--- config.mk ---
export PLATFORM = sky130hd
export DESIGN_NAME = bk_test_sched
export DESIGN_NICKNAME = d
export VERILOG_FILES = /design/src/rtl/bk_test_sched.sv
export SDC_FILE = /design/constraint.sdc
export NUM_CORES = 1
export LEC_CHECK = 0
export ABC_AREA = 1
export CAP_MARGIN = 20
export CORE_UTILIZATION = 45
export DETAILED_ROUTE_END_ITERATION = 8
export PLACE_DENSITY = 0.72
export SYNTH_ARGS = -nofsm -noshare
export SYNTH_HDL_FRONTEND = slang
export SYNTH_SLANG_ARGS = --single-unit
--- constraint.sdc ---
create_clock -name i_clk_25m -period 2.4 [get_ports i_clk_25m]
set_input_delay 0.72 -clock i_clk_25m [delete_from_list [all_inputs] [get_ports i_clk_25m]]
set_output_delay 0.72 -clock i_clk_25m [all_outputs]
set_load 0.05 [all_outputs]
--- src/rtl/bk_test_sched.sv ---
// bk_test_sched: one time-shared breakdown self-test controller for all channels.
// Each enabled channel gets one slot: pulse, response window, then idle gap.
module bk_test_sched #(
   parameter int CH_NUM  = 4,
   parameter int PERIOD  = 500000,
   parameter int PULSE_W = 875,
   parameter int WIN     = 2500,
   localparam int CW     = (CH_NUM > 1) ? $clog2(CH_NUM) : 1,
   localparam int NW     = (PERIOD > 1) ? $clog2(PERIOD) : 1
) (
   input  logic              i_clk_25m,
   input  logic              i_rst,
   input  logic              i_start,
   input  logic [CH_NUM-1:0] i_ch_en,
   input  logic [CH_NUM-1:0] i_bk_fb,
   output logic [CH_NUM-1:0] o_bk_pulse,
   output logic [CW-1:0]     o_cur_ch,
   output logic              o_busy,
   output logic              o_done,
   output logic [CH_NUM-1:0] o_fail
);

   typedef enum logic [2:0] {
      S_IDLE,
      S_SEL,
      S_PULSE,
      S_WAIT,
      S_GAP,
      S_DONE
   } state_t;

   localparam logic [NW-1:0] C_PEND = NW'(PULSE_W - 1);
   localparam logic [NW-1:0] C_WEND = NW'(PULSE_W + WIN - 1);
   localparam logic [NW-1:0] C_SEND = NW'(PERIOD - 1);
   localparam logic [CW-1:0] LAST   = CW'(CH_NUM - 1);

   state_t            state_q, state_d;
   logic [CW-1:0]     ch_q, ch_d;
   logic [CW-1:0]     cur_q, cur_d;
   logic [NW-1:0]     cnt_q, cnt_d;
   logic [CH_NUM-1:0] en_q, en_d;
   logic [CH_NUM-1:0] fail_q, fail_d;
   logic              hit_q, hit_d;
   logic [CH_NUM-1:0] fb_s1, fb_s2;

   always_comb begin
      state_d = state_q;
      ch_d    = ch_q;
      cur_d   = cur_q;
      cnt_d   = cnt_q;
      en_d    = en_q;
      fail_d  = fail_q;
      hit_d   = hit_q;
      unique case (state_q)
         S_IDLE: begin
            if (i_start) begin
               en_d    = i_ch_en;
               fail_d  = fail_q & i_ch_en;
               hit_d   = 1'b0;
               ch_d    = '0;
               state_d = S_SEL;
            end
         end
         S_SEL: begin
            if (en_q[ch_q]) begin
               cnt_d   = '0;
               cur_d   = ch_q;
               hit_d   = 1'b0;
               state_d = S_PULSE;
            end else if (ch_q == LAST) begin
               state_d = S_DONE;
            end else begin
               ch_d = ch_q + 1'b1;
            end
         end
         S_PULSE: begin
            cnt_d = cnt_q + 1'b1;
            hit_d = hit_q | fb_s2[ch_q];
            if (cnt_q == C_PEND) state_d = S_WAIT;
         end
         S_WAIT: begin
            cnt_d = cnt_q + 1'b1;
            hit_d = hit_q | fb_s2[ch_q];
            if (cnt_q == C_WEND) state_d = S_GAP;
         end
         S_GAP: begin
            if (cnt_q == C_SEND) begin
               fail_d[ch_q] = ~hit_q;
               if (ch_q == LAST) begin
                  state_d = S_DONE;
               end else begin
                  ch_d    = ch_q + 1'b1;
                  state_d = S_SEL;
               end
            end else begin
               cnt_d = cnt_q + 1'b1;
            end
         end
         S_DONE: state_d = S_IDLE;
         default: state_d = S_IDLE;
      endcase
   end

   always_ff @(posedge i_clk_25m) begin
      if (i_rst) begin
         state_q <= S_IDLE;
         ch_q    <= '0;
         cur_q   <= '0;
         cnt_q   <= '0;
         en_q    <= '0;
         fail_q  <= '0;
         hit_q   <= 1'b0;
         fb_s1   <= '0;
         fb_s2   <= '0;
      end else begin
         state_q <= state_d;
         ch_q    <= ch_d;
         cur_q   <= cur_d;
         cnt_q   <= cnt_d;
         en_q    <= en_d;
         fail_q  <= fail_d;
         hit_q   <= hit_d;
         fb_s1   <= i_bk_fb;
         fb_s2   <= fb_s1;
      end
   end

   // Outputs decode straight from state so reset clears them on the next edge.
   always_comb begin
      o_bk_pulse = '0;
      if (state_q == S_PULSE) o_bk_pulse = CH_NUM'(1) << ch_q;
   end

   assign o_busy   = (state_q != S_IDLE) && (state_q != S_DONE);
   assign o_done   = (state_q == S_DONE);
   assign o_cur_ch = cur_q;
   assign o_fail   = fail_q;

endmodule

Word-level counts from Yosys, hierarchy flattened
Index checks and enable logic that the tools add are counted.
{"block": "totals", "reg_bits": 43, "ram_bits": 0, "output_inout_bits": 12, "wordCells": 81, "latch_bits": 0, "rom_bits": 0, "inputBits": 11, "memories": 0}
{"block": "op_classes", "reduce_logical": 16, "multipliers": 0, "div_mod_pow": 0, "n_lt_le_gt_ge": 2, "muxes": 30, "bitwise": 3, "n_shift": 1, "addsub": 2, "eq_ne": 18}
{"operator": "$pmux 19 s3", "count": 1}
{"operator": "$mux 19", "count": 2}
{"operator": "$mux 3", "count": 7}
{"operator": "$add 19x1->19 const B", "count": 1}
{"operator": "$eq 19x10->1 const B", "count": 1}
{"operator": "$eq 19x12->1 const B", "count": 1}
{"operator": "$eq 19x19->1 const B", "count": 1}
{"operator": "$pmux 3 s5", "count": 1}
{"operator": "$ne 2x2->1 const B", "count": 7}
{"operator": "$mux 4", "count": 3}
{"operator": "$reduce_bool 3->1", "count": 4}
{"operator": "$reduce_and 3->1", "count": 3}
{"operator": "$mux 2", "count": 4}
{"operator": "$pmux 4 s2", "count": 1}
{"operator": "$eq 3x2->1 const B", "count": 2}
{"operator": "$eq 3x3->1 const B", "count": 2}
{"operator": "$ne 3x3->1 const B", "count": 2}
{"operator": "$pmux 2 s3", "count": 1}
{"operator": "$mux 1", "count": 5}
{"operator": "$reduce_and 5->1", "count": 1}
{"operator": "$and 4x4->4", "count": 1}
{"operator": "$bmux 1 s2", "count": 2}
{"operator": "$bwmux 4", "count": 1}
{"operator": "$reduce_and 2->1", "count": 2}
{"operator": "15 further kinds", "count": 16}

Logic depth before layout (Yosys ltp)
{"block": "depth", "depth_word": 7, "ltp_mapped": 13, "ltp_nobuf": 13}

Worst setup path after synthesis
Ideal clock, no wire load.
{"block": "synth_timing", "kind": "reg2out", "from": "register state_q[2]", "to": "output o_busy", "setup_slack_ns": 0.005, "stages_incl_launch_ff": 5, "required_ns": 1.680, "path_buffers": 1, "arrival_time_ns": 1.675, "cell_sequence": "dfxtp_1 buf_2 inv_2 nor2_1 nor2_1"}
{"block": "synth_between", "elab_chain_cells": 2, "elab_cells_between_ends": 3, "cone_classes": "eq/ne: 1; reduce/logical: 2"}
{"element": "start, declared", "line": "37", "rtl": "state_t state_q, state_d;"}
{"element": "start signal, assigned", "line": "116", "rtl": "state_q <= state_d;"}
{"element": "$ne 3x3->1 or $reduce_bool 3->1 (tied branches)", "line": "134", "rtl": "assign o_busy = (state_q != S_IDLE) && (state_q != S_DONE);"}
{"element": "$logic_and 1x1->1 (*)", "line": "134"}
{"element": "end, declared", "line": "18", "rtl": "output logic o_busy,"}
Every way passes the cells marked *; elsewhere a longest branch is shown, timed or not.

Worst setup path in the final report
{"block": "layout_timing", "from": "register ch_q[0]", "to": "output o_bk_pulse[3]"}
{"block": "layout_between", "elab_chain_cells": 2}
{"element": "start, declared", "line": "38", "rtl": "logic [CW-1:0] ch_q, ch_d;"}
{"element": "start signal, assigned", "line": "117", "rtl": "ch_q <= ch_d;"}
{"element": "$shl 1x2->4", "line": "131", "rtl": "if (state_q == S_PULSE) o_bk_pulse = CH_NUM'(1) << ch_q;"}
{"element": "$mux 4", "line": "131"}
{"element": "end, declared", "line": "16", "rtl": "output logic [CH_NUM-1:0] o_bk_pulse,"}
Every way passes these cells.

==> results by group <==
Run status
  • Status: finished clean

Worst setup path
  • Critical path, cell by cell: ha_1 -> inv_1 -> nor2_2 -> buf_12
  • Buffers plus inverters on the worst setup path: 2
  • Crit. End Element: primary output
  • Arrival time worst endpoint: 1560 ps
  • CP Data Required Time: 1680 ps
  • Internal reg-to-reg setup slack: about 400 ps
  • Crit-path max FO: 8
  • Crit Reg-Reg Endpoint: cnt_q[14]
  • Startpoint types: flip-flop
  • R2R cell count: 13
  • Top delay family on crit path: flip-flops
  • Worst path slowest cell: dfxtp_1
  • Max stage delay on crit path: roughly 510 ps
  • Worst setup path class: flip-flop to primary output
  • Worst flop-to-flop path startpoint: cnt_q[1]

Floorplan
  • Initial Utilization: a little under 50%
  • IO Count: 23
  • Area of the core: ~5300 um2
  • Die H: 77 um
  • # rows: 26
  • Area of the die: approximately 6000 um2
  • Die width: 77 um

Logic synthesis
  • Synth Register Bits: 43
  • Synthesized area: approximately 2500 um2
  • Top FF cell, synth: dfxtp_1
  • Synth Instances: 384
  • Yosys top cell by area: dfxtp_1
  • Net count after synthesis: roughly 400
  • Post-synth top cells: 74 x nand2_1, 64 x nor2_1, 48 x inv_1, 43 x dfxtp_1, 32 x nand3_1
  • Synth unique cells: 31
  • Ys async rst share: 0%
  • YS warnings: 0
  • Sequential-to-total area share from yosys stat: 34.0%
  • Post-synth EDFFs: 0
  • Top cells by area, synth: dfxtp_1 34%, nand2_1 11%, nor2_1 9.5%
  • Most frequent cell after synthesis: nand2_1
  • Syn Area/Cell: 6.59 um2
  • Share of the synthesized area in the top cell type: 34.0%

Power
  • Psw: 1.20 mW
  • Net Sw Frac: 47.0%
  • Leak: roughly 1.2 nW
  • Comb pwr share: a little under half
  • Clk pwr share: 19.6%
  • Total internal power: roughly 1.4 mW
  • Reg power frac: 33.0%
  • VDD IR-drop max: 502 uV
  • Pwr Density: 865 nW/um2

Place
  • Placement Cell Area: 2860 um2
  • Placed insts: 473
  • HPWL after DPL: 4730 um
  • Final GP Congestion: 0.895
  • Port bufs: 22

Hold path
  • Worst hold path class: flip-flop to flip-flop
  • Hold Path End: fb_s2[2]
  • Hold Crit Depth: 2
  • Worst Min Path Start: fb_s1[2]

Global route
  • Initial antenna violation count: 0
  • Largest net degree at the start of global routing: 23
  • GRT Total Usage: 22.0%
  • Global-route wire length before repair: 10400 um
  • Vias in the first global route: 2243
  • Grt total ovfl: 0

Timing
  • RSZ-0062 raised after global routing: no
  • Final setup fails: 0
  • Fin Clk Skew: 11.2 ps
  • Fin. max-slew vios: 0
  • Final period util: approximately 95%
  • F_max: 0.439 GHz
  • Headroom to the max-slew limit: 66.9%
  • Setup TNS: 0 ps
  • Final min period: 2280 ps
  • Endpoints failing hold: 0
  • Slew @ Worst Pin: 496 ps

Route
  • Routed len/inst: 12.9 um
  • Vias: 2546
  • Initial drt markers: 193
  • Pre-Repair DR Iteration Count: 5
  • Post-Route WL: 6220 um
  • Vias per cell: 5.29
  • Antenna Nets Post-Route: 0
  • # DRC: 0

Final layout
  • Nets: ~430
  • Area grow syn2layout: 17.1%
  • Antenna Cells: 0
  • Core Util, Final: 56.2%
  • Finished Cell Area: 2960 um2
  • Layout cells sized above 1: 10.9%
  • Non-filler cells in the finished layout: 481

Clock tree
  • CTS buffer count: 5
  • H-tree depth: 2
  • Root Buffer: clkbuf_8
  • Postcts setup bufs: 0
  • CTS clk-pin slew, worst paths: 100 ps
  • Sink Count: 43
  • Worst-skew pair later-pin latency: 310 ps
  • CTS Buffer Depth: 2
  • TritonCTS clock tree: built

Flow run
  • Max-cap violations: 0
-- worst max-delay path by stage --
stage	from	end	slack (ps)	cells after the start
3_3_place_gp	i_start	ch_q[0]	340	8
6_report	ch_q[0]	o_bk_pulse[3]	120	4
3_5_place_dp	i_start	ch_q[0]	300	8
4_1_cts	state_q[1]	o_bk_pulse[3]	70	5
5_1_grt	state_q[1]	o_bk_pulse[0]	40	5
2_1_floorplan	state_q[2]	o_busy	5	4
-- power groups by stage --
stage / Clock [mW] / Sequential [mW] / Combinational, mW
floorplan: 0 / 0.860 / 0.904
global placement: 0 / 0.859 / 1.18
detailed placement: 0 / 0.859 / 1.19
CTS: 0.514 / 0.844 / 1.20
global route: 0.553 / 0.853 / 1.35
finish: 0.503 / 0.846 / 1.22
-- layout by cell type, fill, tap and decap left out, types with 2 or more instances in the layout --
master           count
nand2_1             73
nor2_1              63
inv_1               48
dfxtp_1             43
nand3_1             32
a21oi_1             29
o21ai_0             18
nand4_1             17
clkdlybuf4s50_1     16
inv_2                6
ha_1                 6
nand2_4              5
xor2_1               5
clkbuf_8             5
buf_4                5
o21ai_1              4
buf_12               4
nand2_2              3
nor2_2               3
nor2_4               3
nor3_1               3
a21oi_2              3
o22ai_1              3
nor3_2               2
clkinv_4             2
a31oi_1              2
inv_6                2
-- stage by stage --
step	setup WS [ps]	total power [mW]	hold WS, ps
floorplan	5.29	1.76	388
detailed placement	303	2.05	393
CTS	74.5	2.56	408
global placement	342	2.04	389
finish	123	2.56	406
global route	38.0	2.75	423
-- final cells by class --
cell class | instances | area (um2)
multi-input cells | 280 | 1430
fillers | 548 | 2310
well taps | 70 | 87.6
clock buffers | 5 | 68.8
flip-flops and latches | 43 | 861
repair buffers | 25 | 278
clock inverters | 3 | 26.3
inverters | 55 | 211
-- state kept, by name (all words and copies together) (netlist names) --
signal / flops
ch_q: 2
cnt_q: 19
en_q: 4
fb_s1: 4
fb_s2: 4
hit_q: 1
o_cur_ch: 2
o_fail: 4
state_q: 3
-- cells by family after synthesis --
kind of cell	synth area share [%]
AOI/OAI and AO/OA	13.4
xor gates and xnor gates	1.73
adders and majority gates	2.97
buffers and inverters	9.64
DFF	34.0
and+or+nand+nor	38.2
-- tightest hold or removal path, cell delays in order (launching register included) --
cell and delay [ps]:
dfxtp_1 310, inv_1 40, nor2_1 30
-- what timing repair did --
item	in CTS	in global routing
gates resized for setup	0	2
endpoints found under the hold margin	0	0
hold buffers	0	0
endpoints found under the setup margin	0	4
-- metal layers --
metal	GRT usage, %	share of wire, %	vias up
met4	5.85	0.98	0
met3	3.81	4.8	7
met2	33.2	44	75
li1	-	-	1296
met1	32.0	50	1168
met5	0	0	-
No activity file was read; power rests on OpenSTA's default activity.
==> variant 1: new RTL, same settings <==
The parameter `CH_NUM` goes from 4 to 8.
--- a/src/rtl/bk_test_sched.sv
+++ b/src/rtl/bk_test_sched.sv
@@ -1,7 +1,7 @@
 // bk_test_sched: one time-shared breakdown self-test controller for all channels.
 // Each enabled channel gets one slot: pulse, response window, then idle gap.
 module bk_test_sched #(
-   parameter int CH_NUM  = 4,
+   parameter int CH_NUM  = 8,
    parameter int PERIOD  = 500000,
    parameter int PULSE_W = 875,
    parameter int WIN     = 2500,
Ports: changed (5 resized); port bits go from 23 to 40. No check against the original RTL was run, so the function may have changed too.
==> variant 1 against the unedited design <==
Combinational power grew 6%. Core utilization shrank 0.33 points. Die area grew 40%. Setup slack lost 0.042 ns. Critical path type unchanged. Design area grew 46%. Power grew 29%. Sequential cell count grew 18. Routed wire length grew 35%. Synthesized area grew 41%.
==> variant 1: results (changes against the unedited design) <==
{
  "status": {
    "status": "finished clean"
  },
  "grt": {
    "grt_max_degree": {"value": 52, "change": "+130%"},
    "global_route.usage.total": {"value": 0.2127, "change": "-0.007085"},
    "grt_pass1_vias": {"value": 3078, "change": "+37%"},
    "grt_first_pass_wirelength": {"value": 14470, "unit": "um", "change": "+39%"},
    "grt_antenna_before_repair": {"value": 0, "change": "unchanged"}
  },
  "critical_path": {
    "crit_path_max_incr_delay": {"value": 0.44, "unit": "ns", "change": "-0.07 ns"},
    "cp_data_arrival_time": {"value": 1.60, "unit": "ns", "change": "+0.04 ns"},
    "timing.critical_path.fanout_max": {"value": 4, "change": "-4"},
    "r2r-start": "cnt_q[0]$_SDFFE_PP0P_",
    "worst_r2r_endpoint": "cnt_q[1]$_SDFFE_PP0P_"
  },
  "clock_network": {
    "htree_num_levels": {"value": 3, "change": "+1"},
    "cts_setup_buffers": {"value": 0, "change": "unchanged"},
    "clock_insertion_delay_worst_skew": {"value": 0.33, "unit": "ns", "change": "+0.02 ns"},
    "cts_inserted_buffers": {"value": 9, "change": "+4"}
  },
  "routing": {
    "num_vias": {"value": 3433, "change": "+35%"},
    "route.detailed.wl_per_inst": {"value": 12.18, "unit": "um", "change": "-5.8%"},
    "drt-initial-drc-count": {"value": 210, "change": "+8.8%"}
  },
  "timing": {
    "tightest_slew": {"value": 0.5954, "unit": "ns", "change": "+0.09983 ns"},
    "clock_skew": {"value": 0.01243, "unit": "ns", "change": "+0.001181 ns"}
  },
  "power_and_ir_drop": {
    "static-leakage-power": {"value": 1.635, "unit": "nW", "change": "+35%"},
    "power_per_cell_area": {"value": 767.6, "unit": "nW/um^2", "change": "-11%"},
    "p_comb": {"value": 1.29, "unit": "mW", "change": "+6%"},
    "vdd.ir_drop.worst": {"value": 0.0003757, "unit": "V", "change": "-25%"},
    "power_frac_seq": {"value": 0.365, "change": "+0.035"}
  },
  "cells_and_area": {
    "drive_above_1_share": {"value": 0.1689, "change": "+0.05945"},
    "finalNetCount": {"value": 608, "change": "+42%"},
    "num-fill-cells": {"value": 728, "change": "+33%"}
  },
  "place": {
    "placement.cell_area": {"value": 4090, "unit": "sq um", "change": "+43%"},
    "port_buffers": {"value": 39, "change": "+77%"},
    "place_worst_setup_slack": {"value": 0.2010, "unit": "ns", "change": "-0.1020 ns"},
    "globalplace.congestion": {"value": 0.9213, "change": "+2.9%"},
    "post-dp-hpwl": {"value": 6198, "unit": "um", "change": "+31%"},
    "place_inst": {"value": 672, "change": "+42%"}
  },
  "yosys": {
    "postSynthNetCount": {"value": 569, "change": "+42%"},
    "synthesis.area_per_instance": {"value": 6.605, "unit": "sq um", "change": "+0.20%"},
    "synth.top_cells.by_area": "sky130_fd_sc_hd__dfxtp_1 34%, sky130_fd_sc_hd__nand2_1 16%, sky130_fd_sc_hd__nor2_1 8.1%, sky130_fd_sc_hd__nand3_1 6.4%, sky130_fd_sc_hd__inv_1 5.9%"
  },
  "worst_hold_path": {
    "min_delay_worst_endpoint": "fb_s2[7]$_SDFF_PP0_",
    "origin_of_the_worst_min_delay_path": "fb_s1[7]$_SDFF_PP0_"
  }
}
[variant 1: final cells by class]
type | count | area (sq um) | area share
Tap cell | 102 | 127.6 | 0.02954
Timing Repair Buffer | 45 | 505.5 | 0.1170
Clock buffer | 9 | 123.9 | 0.02867
Multi-Input combinational cell | 402 | 2037 | 0.4715
Clock inverter | 7 | 50.05 | 0.01158
Sequential cell | 61 | 1226 | 0.2838
Inverter | 62 | 250.2 | 0.05792
[variant 1: what timing repair did]
item,4_1_cts,5_1_grt
setup endpoints to repair,7,8
hold buffers,0,0
cloned,0,0
resized for setup,10,4
[variant 1: kinds of logic (layout without fill, tap and decap cells)]
kind of cell	Yosys count	in the layout	synth area share
compound gates	63	63	0.1052
xor+xnor	5	5	0.01223
fa+ha+maj	8	8	0.02796
buf+inv	79	123	0.1014
flops	61	61	0.3411
simple gates	326	326	0.4121
[variant 1: worst max-delay path by stage]
stage / start / endpoint / slack, ns
6_report: ch_q[0]$_SDFFE_PP0P_ / o_bk_pulse[7] / 0.08
5_1_grt: state_q[2]$_SDFFE_PP0P_ / o_bk_pulse[1] / -0.007
4_1_cts: state_q[2]$_SDFFE_PP0P_ / o_bk_pulse[1] / -0.0009
3_5_place_dp: state_q[2]$_SDFFE_PP0P_ / o_bk_pulse[1] / 0.20
3_3_place_gp: ch_q[1]$_SDFFE_PP0P_ / o_bk_pulse[1] / 0.29
2_1_floorplan: state_q[2]$_SDFFE_PP0P_ / o_bk_pulse[0] / -0.32
[variant 1: per-layer routing]
metal | wire, um | GRT usage | vias to the layer above | part of all wire
met5 | 0 | 0 | - | 0
met4 | 77 | 0.06746 | 0 | 0.0092
met3 | 413 | 0.02764 | 6 | 0.049
met2 | 3845 | 0.3346 | 97 | 0.46
met1 | 4041 | 0.3011 | 1546 | 0.48
li1 | - | - | 1784 | -
==> variant 2: new RTL, config.mk and constraints unchanged <==
Made on the original files. Put a register stage on the outputs `o_busy` and `o_done`, cleared by the reset. The values now appear one clock later. The other outputs are not delayed to match.
--- a/src/rtl/bk_test_sched.sv
+++ b/src/rtl/bk_test_sched.sv
@@ -131,8 +131,15 @@
       if (state_q == S_PULSE) o_bk_pulse = CH_NUM'(1) << ch_q;
    end
 
-   assign o_busy   = (state_q != S_IDLE) && (state_q != S_DONE);
-   assign o_done   = (state_q == S_DONE);
+   always_ff @(posedge i_clk_25m) begin
+      if (i_rst) begin
+         o_busy <= '0;
+         o_done <= '0;
+      end else begin
+         o_busy <= (state_q != S_IDLE) && (state_q != S_DONE);
+         o_done <= (state_q == S_DONE);
+      end
+   end
    assign o_cur_ch = cur_q;
    assign o_fail   = fail_q;
 
Behaviour: not the same (a bounded check fails within 4 cycles, from zero or initial values and one cycle with i_rst high).
==> variant 2 against the unedited design <==
Sequential cell count grew 2. Non-clock buffer count grew 2. Synthesized area grew 6.9%. Routed wire length grew 2.6%. Design area grew 6.9%. Setup slack lost 0.016 ns. Power grew 27%. Sequential power grew 14%. Critical path type unchanged. Critical endpoint is now o_bk_pulse[2]. Largest power group unchanged. Highest routed layer unchanged.
==> variant 2: results (changes against the unedited design) <==
{
  "grt": {
    "global_route.usage.total": {"value": 0.2279, "change": "+0.008139"},
    "grt_pass1_vias": {"value": 2335, "change": "+4.1%"},
    "grt_max_degree": {"value": 19, "change": "-17%"},
    "globalRouteMet3Util": {"value": 0.04343, "change": "+0.005333"},
    "use_met1": {"value": 0.3186, "change": "-0.001255"}
  },
  "yosys": {
    "yosys.area_share.adder": {"value": 0.02774, "change": "-0.001920"},
    "post_synth_num_cell_types": {"value": 30, "change": "-3.2%"},
    "synth.top_cells.by_area": "sky130_fd_sc_hd__dfxtp_1 33%, sky130_fd_sc_hd__nand2_1 14%, sky130_fd_sc_hd__nor2_1 11%, sky130_fd_sc_hd__nand3_1 7.4%, sky130_fd_sc_hd__inv_1 7.2%",
    "synth.top_cells.by_count": "102 x sky130_fd_sc_hd__nand2_1, 76 x sky130_fd_sc_hd__nor2_1, 52 x sky130_fd_sc_hd__inv_1",
    "postSynthNetCount": {"value": 438, "change": "+9.2%"}
  },
  "routing": {
    "drt-initial-drc-count": {"value": 264, "change": "+37%"},
    "met2_length": {"value": 2836, "unit": "um", "change": "+3.9%"},
    "route.detailed.wl_per_inst": {"value": 12.29, "unit": "um", "change": "-4.9%"},
    "via_per_inst": {"value": 5.069, "change": "-4.2%"},
    "m1WireLength": {"value": 3107, "unit": "um", "change": "-0.70%"}
  },
  "cells_and_area": {
    "finalNetCount": {"value": 463, "change": "+8.4%"},
    "drive_above_1_share": {"value": 0.1320, "change": "+0.02250"},
    "non_filler_instance_count_after_layout": {"value": 519, "change": "+7.9%"}
  },
  "place": {
    "globalplace.congestion": {"value": 0.9263, "change": "+3.5%"},
    "place_inst": {"value": 511, "change": "+8.0%"}
  },
  "timing": {
    "fin_worst_hold_slack": {"value": 0.4083, "unit": "ns", "change": "+0.002390 ns"}
  },
  "critical_path": {
    "r2r-start": "ch_q[0]$_SDFFE_PP0P_",
    "worst_r2r_path_depth": {"value": 12, "change": "-1"},
    "worst-r2r-setup-slack": {"value": 0.45, "unit": "ns", "change": "+0.06 ns"}
  },
  "power_and_ir_drop": {
    "vdd.ir_drop.worst": {"value": 0.0005395, "unit": "V", "change": "+7.4%"}
  },
  "status": {
    "status": "finished clean"
  }
}
[variant 2: changes by cell type after synthesis, moves of 7 or more]
cell,unedited run,this run
sky130_fd_sc_hd__nor2_1,64,76
sky130_fd_sc_hd__nand2_2,2,9
sky130_fd_sc_hd__a21oi_1,29,15
sky130_fd_sc_hd__a21oi_2,3,10
sky130_fd_sc_hd__nand3_1,32,40
sky130_fd_sc_hd__nand4_1,17,9
sky130_fd_sc_hd__nand2_1,74,102
[variant 2: metrics by stage]
step	setup TNS [ns]	cell area [sq um]	power [mW]	setup slack, ns
after global routing	0	3168	3.535	0.03030
final	0	3168	3.268	0.1062
after floorplan	0	2706	2.236	0.1880
after global placement	0	3039	2.625	0.2769
after CTS	-0.06200	3154	3.262	-0.03140
after detailed placement	0	3039	2.659	0.2111
[variant 2: power breakdown]
group	internal [mW]	switching, mW	total (mW)	leakage (nW)
clock network	0.312	0.283	0.594	0.0543
registers	0.857	0.104	0.961	0.367
logic	0.540	1.17	1.71	0.872
total	1.71	1.56	3.27	1.29
[variant 2: cell type report]
cell class,instances,area (sq um)
clock buffers,5,68.82
clock inverters,3,46.29
fillers,556,2474
inverters,55,206.4
multi-input cells,312,1556
flip-flops and latches,45,902.1
well taps,72,90.09
repair buffers,27,297.8
[variant 2: worst max-delay path by stage]
stage                     slack [ns]                    to               startpoint
final                           0.11         o_bk_pulse[2]     ch_q[0]$_SDFFE_PP0P_
after global routing            0.03         o_bk_pulse[0]     ch_q[0]$_SDFFE_PP0P_
after CTS                      -0.03         o_bk_pulse[3]  state_q[2]$_SDFFE_PP0P_
after detailed placement        0.21  ch_q[0]$_SDFFE_PP0P_                  i_start
after global placement          0.28  ch_q[1]$_SDFFE_PP0P_                  i_start
after floorplan                 0.19         o_bk_pulse[0]  state_q[2]$_SDFFE_PP0P_
